==> config.mk <==
export PLATFORM = sky130hd
export DESIGN_NAME = branch_predictor
export DESIGN_NICKNAME = d
export VERILOG_FILES = /design/src/rtl/branch_predictor_pkg.sv /design/src/rtl/branch_predictor_bp_counter_array.sv /design/src/rtl/branch_predictor.sv
export SDC_FILE = /design/constraint.sdc
export NUM_CORES = 1
export LEC_CHECK = 0
export CAP_MARGIN = 20
export CORE_UTILIZATION = 45
export DETAILED_ROUTE_END_ITERATION = 12
export GPL_TIMING_DRIVEN = 1
export HOLD_SLACK_MARGIN = 0.03
export PLACE_DENSITY = 0.71
export SETUP_SLACK_MARGIN = 0.4
export SLEW_MARGIN = 40
export SYNTH_ARGS = -nofsm -noshare
export SYNTH_HDL_FRONTEND = slang
export SYNTH_HIERARCHICAL = 1
export SYNTH_SLANG_ARGS = --single-unit
==> constraint.sdc <==
create_clock -name clk -period 5 [get_ports clk]
set_input_delay 0.75 -clock clk [delete_from_list [all_inputs] [get_ports clk]]
set_output_delay 0.75 -clock clk [all_outputs]
set_load 0.02 [all_outputs]
==> src/rtl/branch_predictor_pkg.sv <==
// Shared types for the fetch-side branch predictor: 2-bit counter encoding,
// the init/run state enum and the saturating counter step function.
package branch_predictor_pkg;

    typedef logic [15:0] lc3b_word;
    typedef logic [1:0]  lc3b_bp_ctr;

    localparam lc3b_bp_ctr BP_STRONG_NT = 2'b00;
    localparam lc3b_bp_ctr BP_WEAK_NT   = 2'b01;
    localparam lc3b_bp_ctr BP_WEAK_T    = 2'b10;
    localparam lc3b_bp_ctr BP_STRONG_T  = 2'b11;

    typedef enum logic {
        bp_init,
        bp_run
    } lc3b_bp_state;

    // Saturating step toward the resolved outcome; never wraps.
    function automatic lc3b_bp_ctr bp_ctr_next(input lc3b_bp_ctr ctr, input logic taken);
        lc3b_bp_ctr result;
        result = ctr;
        if (taken) begin
            if (ctr != BP_STRONG_T) result = ctr + 2'd1;
        end else begin
            if (ctr != BP_STRONG_NT) result = ctr - 2'd1;
        end
        return result;
    endfunction

endpackage

==> src/rtl/branch_predictor_bp_counter_array.sv <==
// Table of 2^IDX_BITS two-bit counters: one combinational read port, one
// read-modify-write training port and a sweep-write port used during init.
module bp_counter_array
    import branch_predictor_pkg::*;
#(
    parameter int IDX_BITS = 6
) (
    input  logic                clk,
    input  logic [IDX_BITS-1:0] rd_idx,
    output lc3b_bp_ctr          rd_ctr,
    input  logic                upd_en,
    input  logic [IDX_BITS-1:0] upd_idx,
    input  logic                upd_taken,
    input  logic                sweep_en,
    input  logic [IDX_BITS-1:0] sweep_idx
);

    localparam int ENTRIES = 1 << IDX_BITS;

    lc3b_bp_ctr ctr_reg [ENTRIES];

    // Read is from the current array contents, so a same-cycle update to the
    // same entry is only seen from the following cycle.
    assign rd_ctr = ctr_reg[rd_idx];

    always_ff @(posedge clk) begin
        if (sweep_en) begin
            ctr_reg[sweep_idx] <= BP_WEAK_NT;
        end else if (upd_en) begin
            ctr_reg[upd_idx] <= bp_ctr_next(ctr_reg[upd_idx], upd_taken);
        end
    end

endmodule

==> src/rtl/branch_predictor.sv <==
// Bimodal 2-bit branch predictor with init sweep and mispredict counter.
// Define BRANCH_PREDICTOR_GSHARE_EN to XOR a global history register into the index.
module branch_predictor
    import branch_predictor_pkg::*;
#(
    parameter int IDX_BITS = 6,
    parameter int CNT_W    = 16
) (
    input  logic             clk,
    input  logic             reset,
    input  lc3b_word         fetch_pc,
    output logic             predict_taken,
    output logic             predict_ready,
    input  logic             update_valid,
    input  lc3b_word         update_pc,
    input  logic             update_taken,
    input  logic             update_predicted,
    output logic [CNT_W-1:0] mispredict_count
);

    lc3b_bp_state        state_reg, state_next;
    logic [IDX_BITS-1:0] sweep_reg, sweep_next;
    logic [CNT_W-1:0]    mispredict_count_reg, mispredict_count_next;

    logic                in_run;
    logic                upd_en;
    logic [IDX_BITS-1:0] fetch_idx;
    logic [IDX_BITS-1:0] update_idx;
    lc3b_bp_ctr          rd_ctr;
    logic                pc_unused;

    assign in_run = (state_reg == bp_run);
    assign upd_en = in_run && update_valid;

`ifdef BRANCH_PREDICTOR_GSHARE_EN
    logic [IDX_BITS-1:0] ghr_reg, ghr_next;

    // Both paths hash with the history as it stands before this update shifts in.
    assign fetch_idx  = fetch_pc[IDX_BITS:1] ^ ghr_reg;
    assign update_idx = update_pc[IDX_BITS:1] ^ ghr_reg;

    always_comb begin
        ghr_next = ghr_reg;
        if (upd_en) ghr_next = {ghr_reg[IDX_BITS-2:0], update_taken};
    end

    always_ff @(posedge clk) begin
        if (reset) ghr_reg <= '0;
        else       ghr_reg <= ghr_next;
    end
`else
    assign fetch_idx  = fetch_pc[IDX_BITS:1];
    assign update_idx = update_pc[IDX_BITS:1];
`endif

    assign pc_unused = ^{fetch_pc[15:IDX_BITS+1], fetch_pc[0],
                         update_pc[15:IDX_BITS+1], update_pc[0]};

    always_comb begin
        state_next            = state_reg;
        sweep_next            = sweep_reg;
        mispredict_count_next = mispredict_count_reg;
        unique case (state_reg)
            bp_init: begin
                sweep_next = sweep_reg + IDX_BITS'(1);
                if (sweep_reg == '1) state_next = bp_run;
            end
            bp_run: begin
                if (update_valid && (update_taken != update_predicted)
                    && (mispredict_count_reg != '1)) begin
                    mispredict_count_next = mispredict_count_reg + CNT_W'(1);
                end
            end
        endcase
    end

    always_ff @(posedge clk) begin
        if (reset) begin
            state_reg            <= bp_init;
            sweep_reg            <= '0;
            mispredict_count_reg <= '0;
        end else begin
            state_reg            <= state_next;
            sweep_reg            <= sweep_next;
            mispredict_count_reg <= mispredict_count_next;
        end
    end

    bp_counter_array #(
        .IDX_BITS (IDX_BITS)
    ) u_counter_array (
        .clk       (clk),
        .rd_idx    (fetch_idx),
        .rd_ctr    (rd_ctr),
        .upd_en    (upd_en),
        .upd_idx   (update_idx),
        .upd_taken (update_taken),
        .sweep_en  (state_reg == bp_init),
        .sweep_idx (sweep_reg)
    );

    // Outputs held at zero while the table is still being swept.
    assign predict_ready    = in_run;
    assign predict_taken    = in_run && rd_ctr[1];
    assign mispredict_count = mispredict_count_reg;

endmodule
==> impl_metrics.py <==
metrics = {
    "timing": {
        "finalCritPeriodShare_pct": 89.66,
        "hold_viol_final": 0,
        "slew_headroom_pct": 49.62,
        "worst_clock_skew_ns": 0.006581,
        "rsz0062_at_grt": "no",
        "setup_viol": 0,
        "maxSlewViolCount": 0,
        "worst_pin_slew_ns": 0.7557,
        "min_period_ns": 4.483,
        "fmax_mhz": 223.1,
        "fin_tns_setup_ns": 0,
    },
    "critical_path": {
        "path_class": "input port to output port",
        "cp_data_arrival_time_ns": 3.73,
        "cp-start-kind": "input port",
        "critical_path.max_fanout": 9,
        "cp-end-kind": "output port",
        "critPathRequiredTime_ns": 4.25,
    },
    "grt": {
        "overflow": 0,
        "grt_start_max_net_pins": 42,
        "groute.usage.overall_pct": 21.25,
        "antenna_found_initial": 0,
        "grt_pass1_vias": 4548,
        "grt_pass1_wl_mm": 25.40,
    },
    "clock_tree": {
        "cts_buffer_depth": 2,
        "cts_buffers": 17,
        "clk_latency_ns": 0.43,
        "cts_setup_buffers": 0,
        "clk_pin_slew_ns": 0.06,
        "clock-sinks": 151,
        "clockRootBuffer": "clkbuf_16",
        "holdBufCountCts": 0,
        "htree_num_levels": 4,
        "cts_tree": "yes",
        "cts_resized": 0,
    },
    "layout": {
        "largest_reg_flops": 128,
        "stdcell_count": 788,
        "seqCellArea_sq_um": 4304,
        "final_cell_mix": "edfxtp_1 (128), nor2_1 (93), nand2_1 (40), mux4_2 (38), clkdlybuf4s50_1 (31)",
        "final_common_cell": "edfxtp_1",
        "drive_gt1_share_pct": 17.13,
        "fillers": 1278,
        "area_growth_pct": 15.54,
        "multi_input_area_sq_um": 2791,
        "nets": 598,
        "diodes": 0,
    },
    "die": {
        "num_io_pins": 55,
        "die_h_um": 129.1,
        "std_cell_rows": 46,
        "dieArea_sq_um": 16670,
        "die-width_um": 129.1,
        "start_util_pct": 45.93,
        "core_sq_um": 15830,
    },
    "place": {
        "io_buffers": 34,
        "globalplace.congestion": 0.8819,
        "dpl.cell_count": 755,
        "hpwl_mm": 11.23,
    },
    "detailed_routing": {
        "routed_via_density": 6.030,
        "drc_errors": 0,
        "first_pass_iters": 5,
        "ant_nets": 0,
        "via_count": 4752,
        "drt-wirelength-per-cell_um": 21.21,
        "finalWirelength_mm": 16.72,
        "drtIter0Drc": 504,
    },
    "power_and_ir_drop": {
        "combPwrFrac_pct": 5.5,
        "p_seq_share_pct": 48.9,
        "power_switching_w": 0.0006216,
        "intPower_w": 0.002156,
        "switching_share_pct": 22.38,
        "power_density_nw_per_um2": 330.7,
        "p_leak_nw": 2.739,
        "p_clk_share_pct": 45.6,
        "vdd_drop_max_mv": 0.2490,
    },
    "job": {
        "maxCapViolCount": 0,
    },
    "synth": {
        "synth_cells": 526,
        "syn_avg_cell_area_sq_um": 13.82,
        "yosysWarnings": 6,
        "syn_nets": 565,
        "netlist_area_sq_um": 7269,
    },
    "status": {
        "run_status": "finished clean",
    },
    "worst_hold_path": {
        "hold_class": "flop to flop",
    },
}
[area by class of cell]
| type | count | area share (%) |
|---|---|---|
| Timing Repair Buffer | 46 | 4.975 |
| Inverter | 6 | 0.2681 |
| Tap cell | 216 | 3.218 |
| Multi-Input combinational cell | 337 | 33.23 |
| Clock inverter | 15 | 1.996 |
| Sequential cell | 151 | 51.24 |
| Clock buffer | 17 | 5.065 |
[critical path, cell delays in order]
cell and delay, ns:
clkdlybuf4s50_1 0.45, buf_4 0.23, buf_4 0.25, mux4_2 0.53, mux4_2 0.49, mux2i_1 0.20, o21ai_1 0.13, and2_1 0.17
clkdlybuf4s50_1 0.53
[power groups by stage]
stage          Combinational (W)  Sequential (W)  Clock [W]
2_1_floorplan           0.000102         0.00138          0
3_3_place_gp            0.000149         0.00138          0
3_5_place_dp            0.000151         0.00138          0
4_1_cts                 0.000151         0.00136    0.00129
5_1_grt                 0.000161         0.00136    0.00133
6_report                0.000153         0.00136    0.00127
[stage by stage]
step	hold slack [ns]	instance area, sq um	setup slack [ns]	total power (W)	utilization [%]
after floorplan	0.5130	7269	0.7124	0.001485	-
after global placement	0.5421	7801	0.5033	0.001533	49.29
after detailed placement	0.5607	7804	0.4986	0.001535	49.30
after CTS	0.5716	8397	0.5037	0.002794	53.05
after global routing	0.5989	8399	0.4066	0.002853	53.07
final	0.5703	8399	0.5170	0.002778	53.07
[routing by layer]
layer | vias up | routed length, um | global-route usage (%)
met5 | - | 0 | 0
met4 | 0 | 528 | 9.896
met3 | 39 | 1107 | 5.120
met2 | 231 | 8325 | 34.19
met1 | 2371 | 6754 | 27.34
li1 | 2111 | - | -
[path summary, 6_finish.rpt]
kind,startpoint,to,slack (ns),cells past startpoint
min,mispredict_count[1],mispredict_count[1],0.57,2
max reg2reg,u_counter_array/ctr_reg[48][0],u_counter_array/ctr_reg[56][1],2.27,7
min reg2reg,mispredict_count[1],mispredict_count[1],0.57,2
max,fetch_pc[1],predict_taken,0.52,9
No activity file was read; power rests on OpenSTA's default activity.
